`config.mk`:
```
export PLATFORM = sky130hd
export DESIGN_NAME = rail_fence_enc
export DESIGN_NICKNAME = d
export VERILOG_FILES = /design/src/rtl/rail_fence_enc.sv
export SDC_FILE = /design/constraint.sdc
export NUM_CORES = 1
export LEC_CHECK = 0
export BUFFER_PORTS_ARGS = -buffer_cell sky130_fd_sc_hd__buf_2
export CAP_MARGIN = 20
export CORE_UTILIZATION = 45
export CTS_CLUSTER_DIAMETER = 100
export DETAILED_ROUTE_END_ITERATION = 12
export GPL_TIMING_DRIVEN = 1
export HOLD_SLACK_MARGIN = 0.02
export PLACE_DENSITY = 0.67
export SETUP_SLACK_MARGIN = 0.1
export SYNTH_ARGS = -nofsm -noshare
export SYNTH_HDL_FRONTEND = slang
export SYNTH_SLANG_ARGS = --single-unit
```
`constraint.sdc`:
```
create_clock -name clk -period 3.7 [get_ports clk]
set_input_delay 0.74 -clock clk [delete_from_list [all_inputs] [get_ports clk]]
set_output_delay 0.74 -clock clk [all_outputs]
set_load 0.05 [all_outputs]
```
`src/rtl/rail_fence_enc.sv`:
```
// Rail-fence encryptor: buffers one TERM-terminated plaintext message, then
// replays it in zig-zag rail order at one byte per clock, followed by TERM.
module rail_fence_enc #(
   parameter int unsigned MAX_LEN = 50,
   parameter logic [7:0]  TERM    = 8'hFA
) (
   input  logic       clk,
   input  logic       reset,
   input  logic [7:0] data,
   input  logic       valid_i,
   input  logic [1:0] key,
   output logic [7:0] data_e,
   output logic       valid_e,
   output logic       last_e,
   output logic       busy,
   output logic       ovf
);

   localparam int unsigned LEN_W  = $clog2(MAX_LEN + 1);
   localparam int unsigned ADDR_W = (MAX_LEN > 1) ? $clog2(MAX_LEN) : 1;
   // One spare bit so idx + step can never wrap past len.
   localparam int unsigned IDX_W  = LEN_W + 1;

   typedef enum logic [1:0] {
      S_COLLECT = 2'd0,
      S_EMIT    = 2'd1,
      S_DONE    = 2'd2
   } state_t;

   state_t             state, state_nxt;
   logic [LEN_W-1:0]   len, len_nxt;
   logic [LEN_W-1:0]   cnt, cnt_nxt;
   logic [1:0]         n, n_nxt;
   logic [1:0]         rail, rail_nxt;
   logic               phase, phase_nxt;
   logic [IDX_W-1:0]   idx, idx_nxt;
   logic [7:0]         data_e_nxt;
   logic               valid_e_nxt, last_e_nxt, busy_nxt, ovf_nxt;
   logic               we_c;
   logic [IDX_W-1:0]   period_c, rail2_c, step_c, idx_sum_c;

   logic [7:0] mem [MAX_LEN];

   // Payload buffer; contents are don't-care until written.
   always_ff @(posedge clk) begin
      if (we_c) mem[len[ADDR_W-1:0]] <= data;
   end

   // Zig-zag step: boundary rails use the full period, middle rails alternate.
   always_comb begin
      period_c = IDX_W'({n, 1'b0}) - IDX_W'(2);
      rail2_c  = IDX_W'({rail, 1'b0});
      if (n == 2'd1)
         step_c = IDX_W'(1);
      else if ((rail == 2'd0) || (rail == (n - 2'd1)))
         step_c = period_c;
      else if (!phase)
         step_c = period_c - rail2_c;
      else
         step_c = rail2_c;
      idx_sum_c = idx + step_c;
   end

   always_comb begin
      state_nxt   = state;
      len_nxt     = len;
      cnt_nxt     = cnt;
      n_nxt       = n;
      rail_nxt    = rail;
      phase_nxt   = phase;
      idx_nxt     = idx;
      ovf_nxt     = ovf;
      busy_nxt    = busy;
      data_e_nxt  = 8'h00;
      valid_e_nxt = 1'b0;
      last_e_nxt  = 1'b0;
      we_c        = 1'b0;

      case (state)
         S_COLLECT: begin
            if (valid_i) begin
               if (data == TERM) begin
                  state_nxt = S_EMIT;
                  busy_nxt  = 1'b1;
                  rail_nxt  = 2'd0;
                  idx_nxt   = '0;
                  phase_nxt = 1'b0;
                  cnt_nxt   = '0;
                  if (len == '0) n_nxt = 2'd1;
               end else if (len < LEN_W'(MAX_LEN)) begin
                  we_c    = 1'b1;
                  len_nxt = len + LEN_W'(1);
                  if (len == '0) begin
                     n_nxt   = (key < 2'd2) ? 2'd1 : key;
                     ovf_nxt = 1'b0;
                  end
               end else begin
                  ovf_nxt = 1'b1;
               end
            end
         end

         S_EMIT: begin
            valid_e_nxt = 1'b1;
            if (cnt == len) begin
               data_e_nxt = TERM;
               last_e_nxt = 1'b1;
               state_nxt  = S_DONE;
            end else begin
               data_e_nxt = mem[idx[ADDR_W-1:0]];
               cnt_nxt    = cnt + LEN_W'(1);
               // Past the end of this rail: restart at the next rail's head.
               if (idx_sum_c >= {1'b0, len}) begin
                  rail_nxt  = rail + 2'd1;
                  idx_nxt   = IDX_W'(rail) + IDX_W'(1);
                  phase_nxt = 1'b0;
               end else begin
                  idx_nxt   = idx_sum_c;
                  phase_nxt = ~phase;
               end
            end
         end

         S_DONE: begin
            busy_nxt  = 1'b0;
            len_nxt   = '0;
            state_nxt = S_COLLECT;
         end

         default: state_nxt = S_COLLECT;
      endcase
   end

   always_ff @(posedge clk) begin
      if (reset) begin
         state   <= S_COLLECT;
         len     <= '0;
         cnt     <= '0;
         n       <= 2'd1;
         rail    <= 2'd0;
         phase   <= 1'b0;
         idx     <= '0;
         ovf     <= 1'b0;
         busy    <= 1'b0;
         data_e  <= 8'h00;
         valid_e <= 1'b0;
         last_e  <= 1'b0;
      end else begin
         state   <= state_nxt;
         len     <= len_nxt;
         cnt     <= cnt_nxt;
         n       <= n_nxt;
         rail    <= rail_nxt;
         phase   <= phase_nxt;
         idx     <= idx_nxt;
         ovf     <= ovf_nxt;
         busy    <= busy_nxt;
         data_e  <= data_e_nxt;
         valid_e <= valid_e_nxt;
         last_e  <= last_e_nxt;
      end
   end

endmodule

```
==> run_results.csv, run 1 <==
group,metric,value,unit
place,placed_cell_area,18980,µm²
power,internal_power,8213,µW
critical_path,reg2reg_depth,19,
critical_path,crit_required,4.12,ns
global_routing,track_usage,20.01,%
critical_path,startpoint_type,"flop",
timing,hold_viol_final,0,
logic_synthesis,syn-cell-area,17760,µm²
die,rows,72,
detailed_routing,vias,9159,
logic_synthesis,synth_edf_count,400,
timing,finalCritPeriodShare,97.79,%
critical_path,critPathArrivalTime,4.04,ns
logic_synthesis,ys_warn_count,0,
place,port_buffers,24,
global_routing,grt_start_max_net_pins,51,
place,gp_congestion,0.8795,
detailed_routing,drt_iter0_markers,839,
die,io_pins,25,
die,dieHeight,200.7,µm
timing,slew_violations,0,
cts,cts_tree,"built",
cts,path_clk_slew,0.06,ns
cts,cts_buffer_depth,3,
timing,rsz0062_at_grt,"true",
timing,setup_viol,0,
logic_synthesis,synth_top_area_share,67.63,%
die,core,38830,µm²
logic_synthesis,ys_top_cells_by_area,"edfxtp_1, mux4_2, dfxtp_1, nor2_1, ha_1",
cts,cts-root-buf,"clkbuf_16",
timing,max_slew_margin,49.85,%
cts,htree_levels,2,
global_routing,grt_pass1_vias,9155,
place,dp_hpwl,24.96,mm
status,status,"finished clean",
cells_and_area,antenna_cells,0,
logic_synthesis,synth_async_sr_flop_share,0,%
timing,skew,0.01890,ns
die,start_util,45.74,%
power,switching_share,19.90,%
timing,fin_tns_setup,0,ns
worst_hold_path,hold_path_depth,2,
worst_hold_path,hp-class,"reg -> reg",
power,comb_power_share,2.7,%
detailed_routing,drcViolationCount,0,
cells_and_area,final_common_cell,"edfxtp_1",
flow_run,maxCapViolations,0,
logic_synthesis,syn_nets,974,
logic_synthesis,ys_ff_latch,444,
power,power,10250,µW
global_routing,grt_overflow_total,0,
detailed_routing,wl_per_cell,24.60,µm
cells_and_area,finalInstanceArea,20560,µm²
timing,period_needed,3.618,ns
cells_and_area,layout.nets,1093,
detailed_routing,routed_wl,39.55,mm
logic_synthesis,ys.flop_type,"edfxtp_1",
power,powerDensity,498.7,nW/µm²
cts,cts.sinks,444,
power,seqPwrFrac,53.5,%
detailed_routing,firstDrtPassIters,5,
timing,hold_ws,0.4567,ns
detailed_routing,vias_per_cell,5.696,
timing,worstMarginPinSlew,0.7522,ns
logic_synthesis,syn_inst,938,
cts,cts_buffers,46,
global_routing,grt_pass1_wl,59.50,mm
critical_path,end_kind,"flop",
cells_and_area,synthToLayoutAreaGrowth,15.77,%
critical_path,startpoint,"n[0]",
power,p_sw,2041,µW
power,ir_drop,431.6,µV
logic_synthesis,avgSynthCellArea,18.93,µm²
logic_synthesis,yosysTopAreaCell,"edfxtp_1",
detailed_routing,postRouteAntennaNets,0,
logic_synthesis,ys_seq_area_share,72.59,%
critical_path,crit-reg2reg-launch,"n[0]",
die,fp.dieW,200.7,µm
cells_and_area,final_cell_mix,"edfxtp_1, mux4_2, nor2_1, buf_4, clkbuf_16",
global_routing,antenna_found_initial,1,
cells_and_area,drive_gt1_share,29.17,%
cts,insertion_delay,0.54,ns
timing,fmax,276.4,MHz
logic_synthesis,synth.distinct_cells,58,
power,p_leak,0.006654,µW
power,clockPowerShare,43.8,%
cells_and_area,fillers,3026,
cts,cts.hold.buffers_added,0,
worst_hold_path,hold_start,"busy",
die,die-area,40270,µm²
critical_path,crit_type,"reg -> reg",
critical_path,path_max_fanout,5,
## per-stage QoR
step	std cells	util (%)	worst slack [ns]
6_report	1608	52.96	0.08178
2_1_floorplan	938	-	0.1407
3_3_place_gp	1517	48.89	0.01415
4_1_cts	1607	52.86	0.1003
3_5_place_dp	1517	48.89	-0.09850
5_1_grt	1608	52.96	-0.07653
## cells in the mapped netlist, drive strengths merged (3+ instances only)
| cell type | n |
|---|---|
| mux2 | 4 |
| a32o | 3 |
| edfxtp | 400 |
| clkbuf | 16 |
| dfxtp | 44 |
| o21a | 3 |
| o21ai | 16 |
| xor2 | 10 |
| o21bai | 3 |
| xnor2 | 7 |
| a21o | 3 |
| a21oi | 21 |
| nand2 | 28 |
| nand2b | 8 |
| o221ai | 13 |
| nor2b | 3 |
| mux4 | 111 |
| nand3 | 10 |
| buf | 23 |
| ha | 21 |
| clkinv | 8 |
| nand4 | 5 |
| o22ai | 3 |
| inv | 21 |
| nor2 | 93 |
| or2 | 3 |
| mux2i | 25 |
| and2 | 4 |
## registers in the layout, indices dropped and copies added, names as in the netlist, named ones only
register	cells
phase	1
rail	2
mem	400
n	2
cnt	6
ovf	1
data_e	8
len	6
valid_e	1
idx	7
last_e	1
busy	1
state	2
## critical path: stages (launching register included)
cell and delay, ns:
dfxtp_2 0.34, inv_2 0.05, ha_4 0.27, inv_4 0.04, ha_4 0.26, a21oi_2 0.05, buf_4 0.13, a211o_1 0.30
inv_1 0.07, ha_1 0.22, a21o_1 0.17, a21oi_2 0.15, o21bai_1 0.09, a21oi_2 0.17, xnor2_2 0.09, ha_1 0.32
nand2_1 0.06, o21a_2 0.25, and2_4 0.16, a221o_1 0.30
## power by group through the flow
stage               Clock (µW)  Combinational [µW]  Sequential, µW
finish                    4490                 272            5490
global route              4770                 292            5490
CTS                       4570                 268            5490
detailed placement           0                 262            5600
global placement             0                 254            5600
floorplan                    0                 112            5590
## layout make-up
class	count	area [µm²]	share of cell area, %
inverter	29	111.4	0.5416
clock buffer	53	1199	5.830
multi-input combinational	426	4629	22.52
sequential	444	12900	62.76
tap	518	648.1	3.152
clock inverter	28	254.0	1.235
timing repair buffer	110	815.8	3.968
## layer usage
metal  wire length, µm  part of all wire (%)  GRT usage (%)  vias to the layer above
li1                  -                     -              -                     4006
met1             17690                    45          29.68                     4816
met2             18870                    48          31.41                      286
met3              2199                   5.6          2.597                       51
met4               801                   2.0          5.398                        0
met5                 0                     0              0                        -
## worst paths after layout
kind	slack, ns	end
worst max-delay path	0.08	flop
worst min-delay path	0.46	busy
worst max register to register	0.08	flop
worst min register to register	0.46	busy
## repair_timing
action	in CTS	in global routing
pin swaps	10	5
setup buffers	9	2
setup endpoints to repair	15	15
gates resized for setup	6	10
## logic make-up after synthesis
kind of cell	share of synthesized area, %
AND/OR/NAND/NOR	4.185
buffers and inverters	1.782
flip-flops	72.59
AO/OA/AOI/OAI	3.036
multiplexers	15.74
XOR/XNOR	0.9651
adder cells (fa/ha/maj)	1.705
No activity file was read; power rests on OpenSTA's default activity.
==> inputs of run 2 (changes only) <==
--- a/config.mk
+++ b/config.mk
@@ -8,10 +8,12 @@
 export BUFFER_PORTS_ARGS = -buffer_cell sky130_fd_sc_hd__buf_2
 export CAP_MARGIN = 20
 export CORE_UTILIZATION = 45
+export CTS_BUF_LIST = sky130_fd_sc_hd__clkbuf_4 sky130_fd_sc_hd__clkbuf_8 sky130_fd_sc_hd__clkbuf_16
 export CTS_CLUSTER_DIAMETER = 100
 export DETAILED_ROUTE_END_ITERATION = 12
 export GPL_TIMING_DRIVEN = 1
 export HOLD_SLACK_MARGIN = 0.02
+export MAX_ROUTING_LAYER = met4
 export PLACE_DENSITY = 0.67
 export SETUP_SLACK_MARGIN = 0.1
 export SYNTH_ARGS = -nofsm -noshare
==> run_results.csv, run 2 (same netlist as run 1, synthesis figures left out) <==
group,metric,value,unit
status,status,"finished clean",
timing,rsz0062_at_grt,"true",
flow_run,maxCapViolations,0,
critical_path,crit_required,4.13,ns
detailed_routing,drcViolationCount,0,
place,dp_hpwl,24.96,mm
timing,skew,0.02109,ns
global_routing,track_usage,20.66,%
cts,path_clk_slew,0.06,ns
cells_and_area,seqCellArea,12900,µm²
global_routing,grt_pass1_vias,9147,
global_routing,grt_start_max_net_pins,51,
timing,finalCritPeriodShare,97.76,%
cells_and_area,layout.nets,1093,
cts,cts_buffers,46,
cts,cts_buffer_depth,3,
detailed_routing,routed_wl,39.57,mm
die,dieHeight,200.7,µm
worst_hold_path,hp-class,"reg -> reg",
cts,cts.sinks,444,
worst_hold_path,hold_start,"busy",
critical_path,critPathArrivalTime,4.04,ns
timing,setup_viol,0,
global_routing,use_met1,29.87,%
die,start_util,45.74,%
global_routing,grt_overflow_total,0,
detailed_routing,drt_iter0_markers,827,
cells_and_area,fillers,3029,
global_routing,met2_usage,31.37,%
cells_and_area,multi_input_area,4629,µm²
critical_path,path_max_fanout,5,
detailed_routing,wl_per_cell,24.59,µm
timing,fin_tns_setup,0,ns
timing,hold_ws,0.4550,ns
cells_and_area,synthToLayoutAreaGrowth,15.91,%
critical_path,crit-reg2reg-launch,"n[0]",
critical_path,crit_type,"reg -> reg",
timing,period_needed,3.617,ns
timing,worstMarginPinSlew,0.7298,ns
die,fp.dieW,200.7,µm
die,core,38830,µm²
power,power,10300,µW
die,die-area,40270,µm²
cts,insertion_delay,0.55,ns
detailed_routing,firstDrtPassIters,5,
power,ir_drop,433.2,µV
cells_and_area,final_common_cell,"edfxtp_1",
detailed_routing,postRouteAntennaNets,0,
detailed_routing,vias_per_cell,5.707,
cts,htree_levels,2,
power,powerDensity,500.5,nW/µm²
place,port_buffers,24,
cts,cts_tree,"built",
place,post-place-ws,-0.09850,ns
die,rows,72,
place,gp_congestion,0.8940,
timing,setup_slack,0.08297,ns
power,p_leak,0.006675,µW
detailed_routing,vias,9182,
timing,hold_viol_final,0,
global_routing,antenna_found_initial,1,
cts,cts-root-buf,"clkbuf_16",
critical_path,startpoint,"n[0]",
global_routing,busiest_layer,"met2",
cells_and_area,largest_reg_flops,400,
timing,slew_violations,0,
die,io_pins,25,
critical_path,startpoint_type,"flop",
timing,max_slew_margin,51.34,%
cells_and_area,drive_gt1_share,29.72,%
critical_path,end_kind,"flop",
global_routing,use_met3,2.565,%
global_routing,grt_pass1_wl,59.53,mm
timing,fmax,276.5,MHz
cells_and_area,final_cell_mix,"edfxtp_1, mux4_2, nor2_1, buf_4, clkbuf_16",
run 2: cell count changes in the layout (fill, tap and decap cells not counted):
cell	change
clkbuf_1	-6
clkbuf_4	+6
diode_2	+1
run 2: final cells by class:
class	instances	area share, %
diodes	1	0.01216
clock buffers	53	5.932
clock inverters	28	1.234
inverters	29	0.5409
multi-input cells	426	22.49
flip-flops and latches	444	62.68
well taps	518	3.148
repair buffers	110	3.963
run 2: final timing paths:
| check | slack [ns] | depth (start not counted) | end |
|---|---|---|---|
| max reg2reg | 0.08 | 19 | flop |
| min reg2reg | 0.46 | 2 | busy |
| max | 0.08 | 19 | flop |
| min | 0.46 | 2 | busy |
run 2: power by group:
part,internal [µW],switching [µW]
registers,5480,11.4
logic,78.7,194
clock network,2700,1840
run 2: timing repair:
action | 4_1_cts | 5_1_grt
setup buffers | 9 | 2
cloned | 0 | 0
hold buffers | 0 | 0
pin swaps | 10 | 5
gates resized for setup | 6 | 10
setup endpoints to repair | 15 | 15
run 2: worst max-delay path, cell delays in order, from the launching register on:
cell and delay [ns]:
dfxtp_2 0.34, inv_2 0.05, ha_4 0.27, inv_4 0.04, ha_4 0.26, a21oi_2 0.05, buf_4 0.13, a211o_1 0.30
inv_1 0.07, ha_1 0.22, a21o_1 0.17, a21oi_2 0.15, o21bai_1 0.09, a21oi_2 0.17, xnor2_2 0.09, ha_1 0.32
nand2_1 0.06, o21a_2 0.25, and2_4 0.16, a221o_1 0.30
run 2: through the flow:
| step | cells | instance area, µm² | util, % |
|---|---|---|---|
| 2_1_floorplan | 938 | 17780 | - |
| 3_3_place_gp | 1517 | 18980 | 48.89 |
| 3_5_place_dp | 1517 | 18980 | 48.89 |
| 4_1_cts | 1607 | 20550 | 52.92 |
| 5_1_grt | 1608 | 20580 | 53.01 |
| 6_report | 1609 | 20590 | 53.02 |
run 2: metal layers:
layer	wire, µm	share of wire [%]
met3	2599	6.6
met2	18820	48
met5	0	0
met4	813	2.1
met1	17340	44
==> inputs of run 3 (changes only) <==
--- a/config.mk
+++ b/config.mk
@@ -5,6 +5,7 @@
 export SDC_FILE = /design/constraint.sdc
 export NUM_CORES = 1
 export LEC_CHECK = 0
+export ABC_AREA = 1
 export BUFFER_PORTS_ARGS = -buffer_cell sky130_fd_sc_hd__buf_2
 export CAP_MARGIN = 20
 export CORE_UTILIZATION = 45
==> run_results.csv, run 3 <==
group,metric,value,unit
cells_and_area,largest_reg_flops,400,
critical_path,r2r_setup_slack,0.23,ns
critical_path,critPathArrivalTime,3.95,ns
die,die-area,42290,µm²
place,gp_congestion,0.8481,
place,dpl.cell_count,2157,
detailed_routing,vias,12458,
logic_synthesis,ys.flop_type,"edfxtp_1",
cells_and_area,layout.nets,1713,
logic_synthesis,synth_async_sr_flop_share,0,%
logic_synthesis,syn-cell-area,18660,µm²
die,core,40830,µm²
cells_and_area,final_cell_mix,"edfxtp_1, nand2_1, nor2_1, nand3_1, o21ai_0",
cells_and_area,drive_gt1_share,10.19,%
critical_path,end_kind,"flop",
global_routing,antenna_found_initial,1,
logic_synthesis,avgSynthCellArea,11.19,µm²
logic_synthesis,yosysTopAreaCell,"edfxtp_1",
timing,setup_viol,0,
critical_path,crit_path_top_delay_cell,"fa_2",
die,fp.dieW,205.6,µm
cts,cts_buffers,45,
detailed_routing,drt_iter0_markers,1161,
global_routing,grt_pass1_vias,11897,
timing,max_slew_margin,38.06,%
critical_path,crit_required,4.18,ns
logic_synthesis,syn_nets,1704,
cts,cts.sinks,444,
power,power,10070,µW
place,placed_cell_area,19290,µm²
cts,cts_tree,"built",
global_routing,grt_start_max_net_pins,203,
logic_synthesis,post-synth-top-count-cell,"edfxtp_1",
power,ir_drop,334.9,µV
timing,finalCritPeriodShare,93.78,%
critical_path,critical_path.max_stage_delay,0.35,ns
cells_and_area,final_cells,2241,
global_routing,track_usage,22.13,%
cts,htree_levels,2,
detailed_routing,wl_per_cell,20.15,µm
critical_path,path_cells,"inv_2 -> ha_4 -> inv_2 -> ha_4 -> a21oi_4 -> o211ai_1 -> nand2_1 -> nor2_2 -> inv_1 -> fa_2 -> inv_1 -> a31oi_2 -> xor2_1 -> inv_1 -> ha_4 -> a21oi_2 -> nand2_1 -> a21oi_2 -> nand3_2 -> buf_6 -> a21oi_1",
timing,hold_viol_final,0,
place,post-place-ws,-0.07531,ns
die,rows,74,
worst_hold_path,hp-class,"reg -> reg",
detailed_routing,wl_met2,22.16,mm
cells_and_area,synthToLayoutAreaGrowth,11.77,%
cells_and_area,multi_input_area,5245,µm²
cts,cts.hold.buffers_added,0,
detailed_routing,firstDrtPassIters,5,
logic_synthesis,ys_warn_count,0,
power,powerDensity,482.7,nW/µm²
logic_synthesis,syn_inst,1668,
cts,insertion_delay,0.55,ns
logic_synthesis,synth_edf_count,400,
timing,setup_slack,0.2301,ns
detailed_routing,routed_wl,45.17,mm
cts,cts-root-buf,"clkbuf_16",
die,start_util,45.70,%
cells_and_area,finalInstanceArea,20860,µm²
detailed_routing,postRouteAntennaNets,0,
logic_synthesis,synth_common_cells,"edfxtp_1, nand2_1, nor2_1",
logic_synthesis,synth.distinct_cells,41,
detailed_routing,drcViolationCount,0,
die,dieHeight,205.6,µm
detailed_routing,wl_met1,18.26,mm
cells_and_area,final_util,51.08,%
logic_synthesis,ys_top_cells_by_area,"edfxtp_1, nand2_1, nand3_1, nor2_1, dfxtp_1",
timing,slew_violations,0,
cts,path_clk_slew,0.06,ns
timing,worstMarginPinSlew,0.9292,ns
timing,period_needed,3.470,ns
logic_synthesis,ys_seq_area_share,69.09,%
logic_synthesis,synth_top_area_share,64.37,%
detailed_routing,top_layer,"met4",
critical_path,startpoint_type,"flop",
global_routing,grt_pass1_wl,68.12,mm
cells_and_area,seqCellArea,12900,µm²
logic_synthesis,ys_ff_latch,444,
cells_and_area,fillers,3472,
detailed_routing,vias_per_cell,5.559,
place,port_buffers,24,
timing,skew,0.01959,ns
timing,fmax,288.2,MHz
place,dp_hpwl,26.25,mm
status,status,"finished clean",
power,p_leak,0.007354,µW
cts,cts_buffer_depth,3,
cells_and_area,final_common_cell,"edfxtp_1",
critical_path,path_max_fanout,7,
detailed_routing,met3_length,3.230,mm
flow_run,maxCapViolations,0,
critical_path,crit_type,"reg -> reg",
global_routing,grt_overflow_total,0,
die,io_pins,25,
-- run 3: cell types whose count changed after synthesis, sizes merged, moves of 40 or more --
cell and delta:
nand2 +303, o21ai +102, o211ai +40, mux4 -111
nor2 +166, inv +41, nand3 +213
-- run 3: area by class of cell --
class,count,area share [%]
diodes,1,0.01200
clock buffers,59,6.131
multi-input cells,1071,25.15
well taps,532,3.192
clock inverters,19,0.5579
inverters,62,1.128
repair buffers,53,1.956
flip-flops and latches,444,61.88
-- run 3: path summary, 6_finish.rpt --
check        endpoint    from  cells after the start
min reg2reg      flop  idx[0]                      2
min              flop  idx[0]                      2
max             phase    n[0]                     21
max reg2reg     phase    n[0]                     21
-- run 3: metal layers --
layer	GRT usage (%)	vias up
li1	-	5863
met1	27.74	6047
met2	35.91	468
met3	3.627	80
met4	8.730	0
met5	-	-
-- run 3: critical path: cells and delay by family, from the launching register on --
kind	cells	cell delay [ns]
adders and majority gates	4	1.11
AOI/OAI and AO/OA	6	0.68
buffers and inverters	6	0.58
and+or+nand+nor	4	0.50
DFF	1	0.33
xor gates and xnor gates	1	0.17
-- run 3: kinds of logic (layout without fill, tap and decap cells) --
family | Yosys count | in the layout | share of synthesized area (%)
other cells | 0 | 1 | 0
compound gates | 205 | 205 | 6.189
xor+xnor | 12 | 12 | 0.5632
simple gates | 831 | 831 | 19.09
buf+inv | 153 | 193 | 3.446
flops | 444 | 444 | 69.09
fa+ha+maj | 23 | 23 | 1.623
-- run 3: power by group --
part           internal [µW]  leakage, µW  total, µW  switching (µW)
Sequential              5480      0.00396       5490            9.23
Combinational           64.3      0.00269        277             212
Clock                   2490     0.000704       4300            1810
Total                   8030      0.00735      10100            2030
-- run 3: repair_timing --
action                                  in CTS  in global routing
pin swaps                                    3                 15
endpoints found under the setup margin      15                 15
setup buffers                                1                  4
resized for setup                            6                 26
endpoints found under the hold margin        0                  0
-- run 3: through the flow --
step	TNS [ns]	hold WS (ns)
3_5_place_dp	-0.1990	0.4682
3_3_place_gp	0	0.4521
5_1_grt	-0.0002931	0.4817
4_1_cts	0	0.4747
6_report	0	0.4756
2_1_floorplan	0	0.4453
